`config.mk`:
```
export PLATFORM = sky130hd
export DESIGN_NAME = codec_if_param_flat
export DESIGN_NICKNAME = d
export VERILOG_FILES = /design/src/rtl/codec_if_param_if.sv /design/src/rtl/codec_if_param.sv /design/src/flat_wrapper.sv
export SDC_FILE = /design/constraint.sdc
export NUM_CORES = 1
export LEC_CHECK = 0
export CORE_ASPECT_RATIO = 0.75
export CORE_UTILIZATION = 56
export CTS_BUF_LIST = sky130_fd_sc_hd__clkbuf_4 sky130_fd_sc_hd__clkbuf_8
export DETAILED_ROUTE_END_ITERATION = 10
export PLACE_DENSITY = 0.88
export SYNTH_ARGS = -nofsm -noshare
export SYNTH_HDL_FRONTEND = slang
export SYNTH_SLANG_ARGS = --single-unit
```
`constraint.sdc`:
```
create_clock -name clk -period 3.6 [get_ports clk]
set_input_delay 0.72 -clock clk [delete_from_list [all_inputs] [get_ports clk]]
set_output_delay 0.72 -clock clk [all_outputs]
set_load 0.01 [all_outputs]
```
`src/rtl/codec_if_param_if.sv`:
```
// Codec-side signal bundle for codec_if_param: serial lines, codec clocks and
// the parallel sample ports. master = the interface block, slave = its user/codec.
interface codec_if_param_if #(
   parameter int DATA_W = 16
);
   logic              SD_out;
   logic [DATA_W-1:0] left_out;
   logic [DATA_W-1:0] right_out;
   logic              MCLK;
   logic              SCLK;
   logic              LRCLK;
   logic              RST_n;
   logic              SD_in;
   logic [DATA_W-1:0] left_in;
   logic [DATA_W-1:0] right_in;
   logic              VALID;

   modport master (
      input  SD_out, left_out, right_out,
      output MCLK, SCLK, LRCLK, RST_n, SD_in, left_in, right_in, VALID
   );

   modport slave (
      output SD_out, left_out, right_out,
      input  MCLK, SCLK, LRCLK, RST_n, SD_in, left_in, right_in, VALID
   );
endinterface

```
`src/rtl/codec_if_param.sv`:
```
// Audio codec serial interface (I2S or left-justified) with codec start-up sequencing.
// Optional feature macro CODEC_LOOPBACK_EN adds the lpbk port (rx samples fed back to tx).

module codec_if_param_chk (
   input logic       clk,
   input logic       rst_n,
   input logic [9:0] cnt,
   input logic [1:0] state,
   input logic       mclk,
   input logic       sclk,
   input logic       lrclk,
   input logic       rst_codec,
   input logic       valid,
   input logic       sd_in
);
   localparam logic [1:0] ST_HOLD = 2'd0;
   localparam logic [1:0] ST_RUN  = 2'd2;

   a_mclk: assert property (@(posedge clk) disable iff (!rst_n) mclk == cnt[1]);
   a_sclk: assert property (@(posedge clk) disable iff (!rst_n) sclk == cnt[3]);
   a_lrclk: assert property (@(posedge clk) disable iff (!rst_n) lrclk == cnt[9]);
   a_valid: assert property (@(posedge clk) disable iff (!rst_n)
      valid == ((cnt == 10'd1023) && (state == ST_RUN)));
   a_run_sticky: assert property (@(posedge clk) disable iff (!rst_n)
      (state == ST_RUN) |=> (state == ST_RUN));
   a_rst_codec: assert property (@(posedge clk) disable iff (!rst_n)
      rst_codec == (state != ST_HOLD));
   // Serial DAC data may only move on the SCLK falling boundary.
   a_sd_stable: assert property (@(posedge clk) disable iff (!rst_n)
      (cnt[3:0] != 4'h0) |-> $stable(sd_in));
endmodule

module codec_if_param #(
   parameter int DATA_W = 16,
   parameter int FMT    = 0
) (
   input  logic             clk,
   input  logic             rst_n,
`ifdef CODEC_LOOPBACK_EN
   input  logic             lpbk,
`endif
   codec_if_param_if.master bus
);

   typedef enum logic [1:0] {
      HOLD = 2'd0,
      WARM = 2'd1,
      RUN  = 2'd2
   } state_t;

   // I2S puts the MSB one slot after the LRCLK edge; left-justified puts it on the edge.
   localparam logic [5:0]        SLOT_OFF = (FMT == 0) ? 6'd1 : 6'd0;
   localparam logic [5:0]        DW6      = 6'(DATA_W);
   localparam logic [DATA_W-1:0] MSB_ONE  = {1'b1, {(DATA_W-1){1'b0}}};

   state_t            state_r;
   logic [9:0]        cnt_r;
   logic [9:0]        cnt_nxt_s;
   logic              mclk_r;
   logic              sclk_r;
   logic              lrclk_r;
   logic              rst_codec_r;
   logic              valid_r;
   logic              sd_in_r;
   logic [DATA_W-1:0] rx_l_r;
   logic [DATA_W-1:0] rx_r_r;
   logic [DATA_W-1:0] left_in_r;
   logic [DATA_W-1:0] right_in_r;
   logic [DATA_W-1:0] tx_l_r;
   logic [DATA_W-1:0] tx_r_r;
   logic [DATA_W-1:0] src_l_s;
   logic [DATA_W-1:0] src_r_s;
   logic [DATA_W-1:0] tx_l_nxt_s;
   logic [DATA_W-1:0] tx_r_nxt_s;
   logic [DATA_W-1:0] tx_word_s;
   logic [5:0]        tx_pos_s;
   logic [5:0]        rx_pos_s;
   logic              sd_bit_s;
   logic              rx_take_s;
   logic              wrap_s;
   logic              valid_set_s;

   // Frame timing decode shared by the sequential blocks.
   always_comb begin
      cnt_nxt_s   = cnt_r + 10'd1;
      wrap_s      = (cnt_r == 10'd1023);
      valid_set_s = (state_r == RUN) && (cnt_r == 10'd1022);
      rx_pos_s    = {1'b0, cnt_r[8:4]} - SLOT_OFF;
      rx_take_s   = (cnt_r[3:0] == 4'h7) && (rx_pos_s < DW6);
   end

   // Transmit source: parallel inputs, or the freshly received frame in loopback.
   always_comb begin
      src_l_s = bus.left_out;
      src_r_s = bus.right_out;
`ifdef CODEC_LOOPBACK_EN
      if (lpbk) begin
         src_l_s = left_in_r;
         src_r_s = right_in_r;
      end else begin
         src_l_s = bus.left_out;
         src_r_s = bus.right_out;
      end
`endif
   end

   // Next tx latch contents and the DAC bit for the slot that starts at the next edge.
   always_comb begin
      tx_l_nxt_s = tx_l_r;
      tx_r_nxt_s = tx_r_r;
      if (valid_r) begin
         tx_l_nxt_s = src_l_s;
         tx_r_nxt_s = src_r_s;
      end else begin
         tx_l_nxt_s = tx_l_r;
         tx_r_nxt_s = tx_r_r;
      end
      // The tx latch loads on the same edge that opens slot 0, so use the next value.
      tx_pos_s  = {1'b0, cnt_nxt_s[8:4]} - SLOT_OFF;
      tx_word_s = cnt_nxt_s[9] ? tx_r_nxt_s : tx_l_nxt_s;
      if (tx_pos_s < DW6) begin
         sd_bit_s = |(tx_word_s & (MSB_ONE >> tx_pos_s));
      end else begin
         sd_bit_s = 1'b0;
      end
   end

   // Free-running frame counter and the derived codec clocks.
   always_ff @(posedge clk or negedge rst_n) begin
      if (!rst_n) begin
         cnt_r   <= 10'd0;
         mclk_r  <= 1'b0;
         sclk_r  <= 1'b0;
         lrclk_r <= 1'b0;
      end else begin
         cnt_r   <= cnt_nxt_s;
         mclk_r  <= cnt_nxt_s[1];
         sclk_r  <= cnt_nxt_s[3];
         lrclk_r <= cnt_nxt_s[9];
      end
   end

   // Start-up sequencer: hold codec in reset one frame, let it warm up one frame, then run.
   always_ff @(posedge clk or negedge rst_n) begin
      if (!rst_n) begin
         state_r     <= HOLD;
         rst_codec_r <= 1'b0;
         valid_r     <= 1'b0;
      end else begin
         valid_r <= valid_set_s;
         case (state_r)
            HOLD: begin
               if (wrap_s) begin
                  state_r     <= WARM;
                  rst_codec_r <= 1'b1;
               end else begin
                  state_r     <= HOLD;
                  rst_codec_r <= 1'b0;
               end
            end
            WARM: begin
               rst_codec_r <= 1'b1;
               if (wrap_s) begin
                  state_r <= RUN;
               end else begin
                  state_r <= WARM;
               end
            end
            RUN: begin
               state_r     <= RUN;
               rst_codec_r <= 1'b1;
            end
            default: begin
               state_r     <= HOLD;
               rst_codec_r <= 1'b0;
            end
         endcase
      end
   end

   // ADC capture on SCLK rise into per-channel shift registers; publish with VALID.
   always_ff @(posedge clk or negedge rst_n) begin
      if (!rst_n) begin
         rx_l_r     <= '0;
         rx_r_r     <= '0;
         left_in_r  <= '0;
         right_in_r <= '0;
      end else begin
         if (rx_take_s && !cnt_r[9]) begin
            rx_l_r <= {rx_l_r[DATA_W-2:0], bus.SD_out};
         end
         if (rx_take_s && cnt_r[9]) begin
            rx_r_r <= {rx_r_r[DATA_W-2:0], bus.SD_out};
         end
         if (valid_set_s) begin
            left_in_r  <= rx_l_r;
            right_in_r <= rx_r_r;
         end
      end
   end

   // DAC side: tx latch loads at the end of the VALID cycle; SD_in moves on SCLK fall only.
   always_ff @(posedge clk or negedge rst_n) begin
      if (!rst_n) begin
         tx_l_r  <= '0;
         tx_r_r  <= '0;
         sd_in_r <= 1'b0;
      end else begin
         tx_l_r <= tx_l_nxt_s;
         tx_r_r <= tx_r_nxt_s;
         if (cnt_r[3:0] == 4'hF) begin
            sd_in_r <= sd_bit_s;
         end
      end
   end

   assign bus.MCLK     = mclk_r;
   assign bus.SCLK     = sclk_r;
   assign bus.LRCLK    = lrclk_r;
   assign bus.RST_n    = rst_codec_r;
   assign bus.SD_in    = sd_in_r;
   assign bus.left_in  = left_in_r;
   assign bus.right_in = right_in_r;
   assign bus.VALID    = valid_r;

   codec_if_param_chk u_chk (
      .clk       (clk),
      .rst_n     (rst_n),
      .cnt       (cnt_r),
      .state     (state_r),
      .mclk      (mclk_r),
      .sclk      (sclk_r),
      .lrclk     (lrclk_r),
      .rst_codec (rst_codec_r),
      .valid     (valid_r),
      .sd_in     (sd_in_r)
   );

endmodule

```
`src/flat_wrapper.sv`:
```
// flat-port wrapper written by rule: the top's interface ports become plain ports
module codec_if_param_flat 
#(
   parameter int DATA_W = 16,
   parameter int FMT    = 0
)
  (clk, rst_n, bus_SD_out, bus_left_out, bus_right_out, bus_MCLK, bus_SCLK, bus_LRCLK, bus_RST_n, bus_SD_in, bus_left_in, bus_right_in, bus_VALID);
  codec_if_param_if #(.DATA_W(DATA_W)) bus_i ();
  input  logic clk;
  input  logic rst_n;
  input wire logic [$bits(bus_i.SD_out)-1:0] bus_SD_out;
  input wire logic [$bits(bus_i.left_out)-1:0] bus_left_out;
  input wire logic [$bits(bus_i.right_out)-1:0] bus_right_out;
  output wire logic [$bits(bus_i.MCLK)-1:0] bus_MCLK;
  output wire logic [$bits(bus_i.SCLK)-1:0] bus_SCLK;
  output wire logic [$bits(bus_i.LRCLK)-1:0] bus_LRCLK;
  output wire logic [$bits(bus_i.RST_n)-1:0] bus_RST_n;
  output wire logic [$bits(bus_i.SD_in)-1:0] bus_SD_in;
  output wire logic [$bits(bus_i.left_in)-1:0] bus_left_in;
  output wire logic [$bits(bus_i.right_in)-1:0] bus_right_in;
  output wire logic [$bits(bus_i.VALID)-1:0] bus_VALID;
  assign bus_i.SD_out = bus_SD_out;
  assign bus_i.left_out = bus_left_out;
  assign bus_i.right_out = bus_right_out;
  assign bus_MCLK = bus_i.MCLK;
  assign bus_SCLK = bus_i.SCLK;
  assign bus_LRCLK = bus_i.LRCLK;
  assign bus_RST_n = bus_i.RST_n;
  assign bus_SD_in = bus_i.SD_in;
  assign bus_left_in = bus_i.left_in;
  assign bus_right_in = bus_i.right_in;
  assign bus_VALID = bus_i.VALID;
  codec_if_param #(.DATA_W(DATA_W), .FMT(FMT)) u_core (.clk(clk), .rst_n(rst_n), .bus(bus_i));
endmodule
```
==> summary.txt <==
Detailed routing
  • Initial DRC Count: 251
  • Vias: 3434
  • Avg WL per Cell: 16.0 um
  • Vias per cell: 5.54
  • Drt total wl: 9930 um
  • DRC Markers: 0
  • Antenna Violating Nets Remaining: 0
  • 1st-pass router iterations: 4

Synth
  • Synthesized flop and latch total: 111
  • Post-synth top cells: 111 x dfrtp_1, 110 x nand2_1, 63 x mux2_2, 13 x a21oi_1
  • Syn_nets: 481
  • Yosys top cell by area: dfrtp_1
  • Synth Flop Type: dfrtp_1
  • Async set-reset flop share out of synthesis: 100%
  • Syn Std Cell Area: 4970 um^2
  • Area fraction of the dominant cell type after synthesis: 55.9%
  • Seq/Total Area, Yosys: 55.9%
  • Dominant cell by count in the synthesized netlist: dfrtp_1
  • Mapped Avg Cell Area: 11.3 um^2
  • Yosys warning total: 0
  • Post-synth EDFFs: 0
  • Cells after synthesis: 439
  • Synth cell types: 48
  • Top cells by area, synth: dfrtp_1 56%, mux2_2 14%, nand2_1 8.3%, ha_1 1.8%, xnor2_1 1.4%

Setup path
  • WP data arrival: 3530 ps
  • Worst Setup Path Type: register to register
  • CP required: 3890 ps
  • RR Startpoint: u_core.cnt_r[1]
  • Crit end category: register
  • Critical path peak fanout: 10
  • CP Launch Type: register
  • Crit path from: u_core.cnt_r[1]

Place
  • Placed Cells: 604
  • Post-DP HPWL: 7130 um
  • GP Congestion: 0.843
  • Dpl cell area: 5740 um^2
  • Setup slack at placement: 431 ps
  • Buffers on Ports: 72

STA
  • Final Max Tran Viols: 0
  • Tcrit/Tclk final: 90.2%
  • Post-route setup TNS: 0 ps
  • RSZ-0062 raised after global routing: false
  • Final setup vio count: 0
  • Fmax: 0.308 GHz
  • Min setup slack post-route: 351 ps
  • Fin crit period: 3250 ps
  • Slew margin rel.: 35.6%
  • Actual slew at the worst max-slew pin: 964 ps
  • Layout Skew: 16.8 ps
  • Final Hold Viols: 0

Clocking
  • CTS-repair resized insts: 0
  • CTS tree: built
  • Num Clock Sinks: 111
  • # hold bufs at CTS: 0
  • Inserted Clock Buffers: 9
  • Number of setup buffers added after CTS: 0
  • CTS max path bufs: 2
  • Root buf cell: clkbuf_8
  • Clk slew on worst S/H paths: 120 ps
  • Worst-Skew Late Latency: 380 ps
  • H-tree Lvls: 3

Layout
  • FILL cells: 593
  • Post-Layout Cell Count: 620
  • Layout cells sized above 1: 18.9%
  • Layout Nets: 549
  • Final Cell Area: 5940 um^2
  • # diodes: 0
  • P&R area growth vs syn: 19.6%
  • Post-layout util: 69.7%

Floorplanning
  • Die height: 83.6 um
  • Number of I/O pins: 73
  • Die W: 111 um
  • Area of the core: 8530 um^2
  • Effective utilization at floorplan: 58.2%
  • FP Rows: 29
  • Die area: 9250 um^2

Global routing
  • Global-route wire length before repair: 16800 um
  • Largest net degree at the start of global routing: 61
  • GRT overflow: 0
  • Vias in the first global route: 3404
  • Initial antenna violation count: 0
  • Overall routing resource usage: 22.8%

Power and ir drop
  • Pwr per Cell Area: 344 nW/um^2
  • Max rail drop VDD: 0.225 mV
  • Total leakage power: 2.91 nW

Hold path
  • Type of the most critical hold path: primary input to asynchronous set/reset pin

Flow run
  • Max cap viols: 0

Status
  • Outcome: complete, no violations
[where the power goes]
part / switching, mW / internal [mW]
sequential: 0.00138 / 1.25
clock: 0.459 / 0.274
combinational: 0.0286 / 0.0345
[area by class of cell]
type / instances / area (um^2) / area share, %
clock buffers: 9 / 124 / 2.09
clock inverters: 7 / 72.6 / 1.22
inverters: 13 / 48.8 / 0.822
multi-input cells: 293 / 2010 / 33.9
flip-flops and latches: 111 / 2780 / 46.8
well taps: 108 / 135 / 2.28
repair buffers: 79 / 771 / 13.0
[metal layers]
metal  share of wire [%]  global-route usage [%]  vias to the layer above
met2                  46                    35.0                      122
met4                 1.5                    7.27                        0
li1                    -                       -                     1631
met3                 5.7                    5.52                       19
met1                  46                    32.1                     1662
met5                   0                       0                        -
[worst paths after layout]
| kind | end | slack [ps] | cells after the start |
|---|---|---|---|
| max in group asynchronous | u_core.bus.left_in[15] | 2350 | 2 |
| max reg2reg | u_core.bus.SD_in | 350 | 11 |
| min | u_core.bus.right_in[10] | 380 | 1 |
| max | u_core.bus.SD_in | 350 | 11 |
| min reg2reg | u_core.bus.right_in[8] | 490 | 2 |
| min in group clk | u_core.bus.right_in[8] | 490 | 2 |
[cell families after synthesis]
logic type	after synthesis	share of synthesized area [%]
AND/OR/NAND/NOR	167	15.1
flip-flops	111	55.9
multiplexers	68	15.3
AO/OA/AOI/OAI	38	5.49
buffers and inverters	35	3.58
XOR/XNOR	13	2.82
adder cells (fa/ha/maj)	7	1.76
[metrics by stage]
stage,power (mW),hold WS [ps]
finish,2.05,382
detailed placement,1.34,462
CTS,2.07,413
floorplan,1.28,424
global placement,1.34,449
global route,2.12,428
[worst max-delay path: stages, from the launching register on]
cell and delay, ps:
dfrtp_1 440, ha_1 290, and3_1 280, xnor2_1 250, ha_1 380, xor2_4 310
and3_2 290, nor3_1 60, or3_1 360, a21oi_1 200, o31ai_1 100, a41oi_1 220
[cell usage in the layout (no fill, tap or decap), types with 2 or more instances in the layout]
cell             instances
and4_1                   2
o22ai_1                  2
o31ai_1                  2
ha_1                     7
mux2_2                  63
inv_1                   12
clkbuf_8                 9
and3_1                   2
xor2_1                   3
nor3_1                   7
xnor2_1                  8
nand3_1                  8
dfrtp_1                111
inv_6                    2
o2111ai_1                3
inv_8                    2
o211ai_1                 7
nand2_1                110
a21oi_1                 13
clkdlybuf4s50_1         71
buf_4                    8
nand4_1                  5
or3_1                   11
and4_4                   2
nor2_1                  12
mux2i_1                  5
[sequential cells by signal, summed over array words and instances (netlist names)]
register,count
u_core.bus.RST_n,1
u_core.rx_r_r,16
u_core.bus.left_in,16
u_core.bus.SD_in,1
u_core.state_r,2
u_core.tx_l_r,16
u_core.cnt_r,10
u_core.bus.VALID,1
u_core.bus.right_in,16
u_core.tx_r_r,16
u_core.rx_l_r,16
Power figures use the tool's default switching activity.
